File: src/rtl/rsnn_pkg.sv
// Shared types and constants for the recurrent SNN run controller and its counters.
package rsnn_pkg;

  localparam int WEIGHT_BITS       = 216;
  localparam int NEURON_PARAM_BITS = 96;
  localparam int PARAM_BITS_DFLT   = WEIGHT_BITS + NEURON_PARAM_BITS;
  localparam int CNT_W             = 8;

  typedef enum logic [2:0] {
    S_IDLE,
    S_LOAD,
    S_READY,
    S_RUN,
    S_DRAIN,
    S_DONE
  } state_t;

endpackage

File: src/rtl/rsnn_sat_counter.sv
// Saturating event counter; clr has priority over inc and the value sticks at all-ones.
module rsnn_sat_counter
  import rsnn_pkg::*;
(
  input  logic             clk,
  input  logic             reset,
  input  logic             clr,
  input  logic             inc,
  output logic [CNT_W-1:0] cnt
);

  logic [CNT_W-1:0] cnt_q, cnt_d;

  always_comb begin
    cnt_d = cnt_q;
    if (clr) begin
      cnt_d = '0;
    end else if (inc && (cnt_q != '1)) begin
      cnt_d = cnt_q + CNT_W'(1);
    end
  end

  always_ff @(posedge clk or posedge reset) begin
    if (reset) begin
      cnt_q <= '0;
    end else begin
      cnt_q <= cnt_d;
    end
  end

  assign cnt = cnt_q;

endmodule

File: src/rtl/rsnn_run_controller.sv
// Loads the serial parameter image into the FIPO, then runs one NUM_STEPS inference window.
// Enables and status are registered decodes of the FSM; bit_ready/fipo_* are combinational in LOAD.
module rsnn_run_controller
  import rsnn_pkg::*;
#(
  parameter int PARAM_BITS = PARAM_BITS_DFLT,
  parameter int NUM_STEPS  = 16,
  parameter int OUT_LAT    = 1
) (
  input  logic             clk,
  input  logic             reset,
  input  logic             start_load,
  input  logic             start_run,
  input  logic             bit_valid,
  input  logic             bit_data,
  output logic             bit_ready,
  output logic             fipo_enable,
  output logic             fipo_data,
  input  logic             fipo_end_writing,
  output logic             spike_reg_enable,
  output logic             rsnn_enable,
  input  logic [2:0]       net_spikes,
  output logic [CNT_W-1:0] spike_count0,
  output logic [CNT_W-1:0] spike_count1,
  output logic [CNT_W-1:0] spike_count2,
  output logic             params_valid,
  output logic             busy,
  output logic             done,
  output logic             load_err
);

  state_t           state_q, state_d;
  logic [8:0]       bit_cnt_q, bit_cnt_d;
  logic [7:0]       step_q, step_d;
  logic [OUT_LAT:0] run_dly_q, run_dly_d;
  logic             params_valid_q, params_valid_d;
  logic             load_err_q, load_err_d;
  logic             busy_q, busy_d;
  logic             done_q, done_d;

  logic in_load, accept, last_bit, load_ok, load_bad, load_go, run_go, sample_en;

  assign in_load  = (state_q == S_LOAD);
  assign accept   = in_load && bit_valid;
  assign last_bit = (bit_cnt_q == 9'(PARAM_BITS - 1));
  // The FIPO must report full on exactly the last accepted bit; any other combination aborts the load.
  assign load_ok  = accept && last_bit && fipo_end_writing;
  assign load_bad = in_load && (fipo_end_writing != (accept && last_bit));
  assign load_go  = (state_d == S_LOAD) && !in_load;
  assign run_go   = (state_q == S_READY) && (state_d == S_RUN);
  // Tap OUT_LAT of the RUN delay line lines the sample window up with the network's output latency.
  assign sample_en = run_dly_q[OUT_LAT];

  always_ff @(posedge clk or posedge reset) begin
    if (reset) begin
      state_q <= S_IDLE;
    end else begin
      state_q <= state_d;
    end
  end

  always_comb begin
    state_d = state_q;
    case (state_q)
      S_IDLE: begin
        if (start_load) state_d = S_LOAD;
      end
      S_LOAD: begin
        if (load_ok || load_bad) state_d = S_READY;
      end
      S_READY: begin
        if (start_load) begin
          state_d = S_LOAD;
        end else if (start_run && params_valid_q) begin
          state_d = S_RUN;
        end
      end
      S_RUN: begin
        if (step_q == 8'(NUM_STEPS - 1)) state_d = (OUT_LAT == 0) ? S_DONE : S_DRAIN;
      end
      S_DRAIN: begin
        if (step_q == 8'(OUT_LAT - 1)) state_d = S_DONE;
      end
      S_DONE: begin
        state_d = S_READY;
      end
      default: begin
        state_d = S_IDLE;
      end
    endcase
  end

  always_comb begin
    bit_cnt_d      = bit_cnt_q;
    step_d         = step_q;
    params_valid_d = params_valid_q;
    load_err_d     = load_err_q;
    run_dly_d      = '0;
    busy_d         = (state_q == S_LOAD) || (state_q == S_RUN) || (state_q == S_DRAIN);
    done_d         = (state_q == S_DONE);

    if (load_go) begin
      bit_cnt_d = '0;
    end else if (accept) begin
      bit_cnt_d = bit_cnt_q + 9'd1;
    end

    // The step counter times both RUN and DRAIN, restarting on every state change.
    if (state_d != state_q) begin
      step_d = '0;
    end else if ((state_q == S_RUN) || (state_q == S_DRAIN)) begin
      step_d = step_q + 8'd1;
    end

    if (load_go) begin
      params_valid_d = 1'b0;
      load_err_d     = 1'b0;
    end else begin
      if (load_ok) params_valid_d = 1'b1;
      if (load_bad) load_err_d = 1'b1;
    end

    run_dly_d[0] = (state_q == S_RUN);
    for (int i = 1; i <= OUT_LAT; i++) begin
      run_dly_d[i] = run_dly_q[i-1];
    end
  end

  always_ff @(posedge clk or posedge reset) begin
    if (reset) begin
      bit_cnt_q      <= '0;
      step_q         <= '0;
      run_dly_q      <= '0;
      params_valid_q <= 1'b0;
      load_err_q     <= 1'b0;
      busy_q         <= 1'b0;
      done_q         <= 1'b0;
    end else begin
      bit_cnt_q      <= bit_cnt_d;
      step_q         <= step_d;
      run_dly_q      <= run_dly_d;
      params_valid_q <= params_valid_d;
      load_err_q     <= load_err_d;
      busy_q         <= busy_d;
      done_q         <= done_d;
    end
  end

  assign bit_ready        = in_load;
  assign fipo_enable      = accept;
  assign fipo_data        = in_load && bit_data;
  assign spike_reg_enable = run_dly_q[0];
  assign rsnn_enable      = run_dly_q[0];
  assign params_valid     = params_valid_q;
  assign load_err         = load_err_q;
  assign busy             = busy_q;
  assign done             = done_q;

  rsnn_sat_counter u_cnt0 (
    .clk   (clk),
    .reset (reset),
    .clr   (run_go),
    .inc   (sample_en && net_spikes[0]),
    .cnt   (spike_count0)
  );

  rsnn_sat_counter u_cnt1 (
    .clk   (clk),
    .reset (reset),
    .clr   (run_go),
    .inc   (sample_en && net_spikes[1]),
    .cnt   (spike_count1)
  );

  rsnn_sat_counter u_cnt2 (
    .clk   (clk),
    .reset (reset),
    .clr   (run_go),
    .inc   (sample_en && net_spikes[2]),
    .cnt   (spike_count2)
  );

endmodule

File: config.mk
export PLATFORM = sky130hd
export DESIGN_NAME = rsnn_run_controller
export DESIGN_NICKNAME = d
export VERILOG_FILES = /design/src/rtl/rsnn_pkg.sv /design/src/rtl/rsnn_sat_counter.sv /design/src/rtl/rsnn_run_controller.sv
export SDC_FILE = /design/constraint.sdc
export NUM_CORES = 1
export LEC_CHECK = 0
export ABC_AREA = 1
export BUFFER_PORTS_ARGS = -buffer_cell sky130_fd_sc_hd__clkbuf_2
export CAP_MARGIN = 10
export CORE_UTILIZATION = 30
export CTS_BUF_LIST = sky130_fd_sc_hd__clkbuf_4 sky130_fd_sc_hd__clkbuf_8
export DETAILED_ROUTE_END_ITERATION = 8
export PLACE_DENSITY = 0.46
export SYNTH_ARGS = -nofsm -noshare
export SYNTH_HDL_FRONTEND = slang
export SYNTH_SLANG_ARGS = --single-unit
File: constraint.sdc
create_clock -name clk -period 3.85 [get_ports clk]
set_clock_uncertainty 0.15 [all_clocks]
set_input_delay 0.5775 -clock clk [delete_from_list [all_inputs] [get_ports clk]]
set_output_delay 0.5775 -clock clk [all_outputs]
set_load 0.01 [all_outputs]
==> out/summary.txt <==
Final Cycle Share -> 0.7112
Number of global-route vias before repair -> 2133
CP Class -> flip-flop to flip-flop
Part of the power in combinational logic -> 0.370
Slew headroom -> 0.5203
Worst-path clk slew -> 0.10 ns
Mapped Cells -> 347
DR pass1 iterations -> 4
Commonest non-fill, non-tap cell in the layout -> nand2_1
Core area -> 8763 µm²
Hold Crit Class -> input pin to async pin
DIE AREA -> 9473 µm²
Crit-path max FO -> 14
Gr usage total -> 0.1286
Num Clock Sinks -> 50
Setup TNS -> 0 ns
HPWL Detailed -> 4.458 mm
Worst-Margin Slew -> 0.7185 ns
Site row count -> 34
Warnings, synthesis -> 0
Worst VDD drop -> 0.2274 mV
H-tree depth -> 2
CTS tree -> built
Pleak -> 0.001640 µW
Clk_lat worst skew -> 0.30 ns
Overflow after GRT -> 0
Layout Cells excl Fill -> 503
Cts hold-fix bufs -> 0
Int Pwr -> 1039 µW
Root Buffer -> clkbuf_8
Final setup viols -> 0
Psw -> 766.5 µW
Placed cells -> 495
Nets -> 411
Total power -> 1805 µW
Die height -> 97.33 µm
Dpl cell area -> 3053 µm²
Via count -> 2276
Reg-to-Reg Start -> state_q[1]
Pin count of the biggest net entering global routing -> 34
Initial Util -> 0.3111
Syn Nets -> 364
Vias/cell -> 4.525
Area Overhead vs Synth -> 15.60%
Sequential area share after synthesis -> 0.4589
Initial antenna violation count -> 0
MaxCap Viol Count -> 0
Clock power frac -> 0.185
Post_cts resized -> 0
Critical path startpoint -> state_q[1]
CP required -> 3.92 ns
Most frequent cells in the layout -> nand2_1, dfrtp_1, nor2_1
IO Port Bufs -> 42
Maximum clock insertion buffer count -> 2
Die Wd -> 97.33 µm
RSZ-0062 raised after global routing -> no
Reg power frac -> 0.444
CP Capture Type -> flip-flop
Sw frac -> 0.4245
Setup Buffers After CTS -> 0
Post-route cell area -> 3152 µm²
Setup slack after layout -> 1.112 ns
Syn avg cell area -> 7.857 µm²
Final Hold Violating Endpoints -> 0
Share of layout cells above drive strength 1 -> 0.1823
Pwr Density -> 572.8 nW/µm²
Setup Slack @ Placement -> 1.184 ns
Drc violations -> 0
First-pass GRT wire length -> 9.956 mm
Initial detailed-routing violation count -> 55
Worst setup SP type -> flip-flop
Status -> finished, final reports clean
Post-Syn Area -> 2726 µm²
Antenna cells -> 0
Routed wire length per instance -> 11.72 µm
CP Data Arrival Time -> 2.81 ns
Max Clock Freq -> 0.3652 GHz
Final Slew Violations -> 0
Unique masters post-synth -> 28
Final min period -> 2.738 ns
GP Congestion -> 0.7502
Yosys reg bits -> 50
Cts bufs inserted -> 5
Routed Antenna Nets -> 0
Detailed Route WL -> 5.893 mm
I/O Pins -> 43
==> through the flow <==
step                      utilization  hold WS [ns]
after floorplan                     -        0.2856
after global placement         0.3484        0.2533
after detailed placement       0.3484        0.2581
after CTS                      0.3597        0.2512
after global routing           0.3597        0.2733
final                          0.3597        0.2155
==> power groups by stage <==
stage / clock, µW / sequential [µW] / combinational [µW]
after CTS: 355 / 805 / 683
after global routing: 369 / 822 / 770
final: 334 / 802 / 669
after global placement: 0 / 816 / 682
after floorplan: 0 / 821 / 431
after detailed placement: 0 / 815 / 680
==> worst max-delay path, stage by stage (launching register included) <==
cell and delay, ns:
dfrtp_1 0.49, inv_2 0.12, nand3_1 0.16, nor2_4 0.22
inv_1 0.12, nor3_1 0.17, ha_1 0.29, o21ai_1 0.22
nand3_2 0.15, nand2_4 0.20, inv_2 0.15, nor3b_1 0.21
==> per-layer routing <==
metal | GRT usage | share of wire | vias to the layer above | routed length (µm)
li1 | - | - | 1196 | -
met1 | 0.1783 | 0.50 | 1046 | 2964
met2 | 0.2075 | 0.46 | 32 | 2699
met3 | 0.02662 | 0.034 | 2 | 198
met4 | 0.02715 | 0.0051 | 0 | 30
met5 | 0 | 0 | - | 0
==> flip-flops by register name (all words and copies together) (netlist names) <==
signal        count
bit_cnt_q         9
busy              1
done              1
load_err          1
params_valid      1
run_dly_q         2
state_q           3
step_q            8
u_cnt0.cnt        8
u_cnt1.cnt        8
u_cnt2.cnt        8
==> cell families after synthesis <==
kind of cell | count (synthesis) | share of synthesized area
simple gates | 187 | 0.3093
buf+inv | 58 | 0.08536
flops | 50 | 0.4589
compound gates | 25 | 0.05003
xor+xnor | 20 | 0.06425
fa+ha+maj | 7 | 0.03212
==> area by class of cell <==
type / count / area, µm²
multi-input combinational: 239 / 1242
timing repair buffer: 43 / 217.7
sequential: 50 / 1251
fill: 958 / 5612
clock buffer: 6 / 82.58
clock inverter: 2 / 16.27
inverter: 55 / 206.4
tap: 108 / 135.1
==> final timing paths <==
| path | to | slack (ns) | cells past startpoint |
|---|---|---|---|
| max reg2reg | u_cnt2.cnt[2] | 1.11 | 11 |
| min in group clk | run_dly_q[1] | 0.26 | 0 |
| min reg2reg | run_dly_q[1] | 0.26 | 0 |
| max | u_cnt2.cnt[2] | 1.11 | 11 |
| max in group asynchronous | step_q[1] | 2.60 | 3 |
| min | u_cnt2.cnt[5] | 0.22 | 2 |
==> synthesized netlist by cell type (all sizes together) <==
cell    instances  area [µm²]
xnor2           5       43.79
inv            55       206.5
ha              7       87.58
dfrtp          50        1251
a31oi           1       6.260
nand4          10       62.56
nor2           48       190.2
nor4            1       6.260
o31ai           1       7.510
nor3            7       40.04
a21oi           8       40.04
nand2          83       329.1
o21bai          3       22.52
nand3b          2       15.01
xor2           15       131.4
nand3          34       185.2
nor3b           2       15.01
o21ai          12       60.06
buf             3       26.27
No activity file was read; power rests on OpenSTA's default activity.
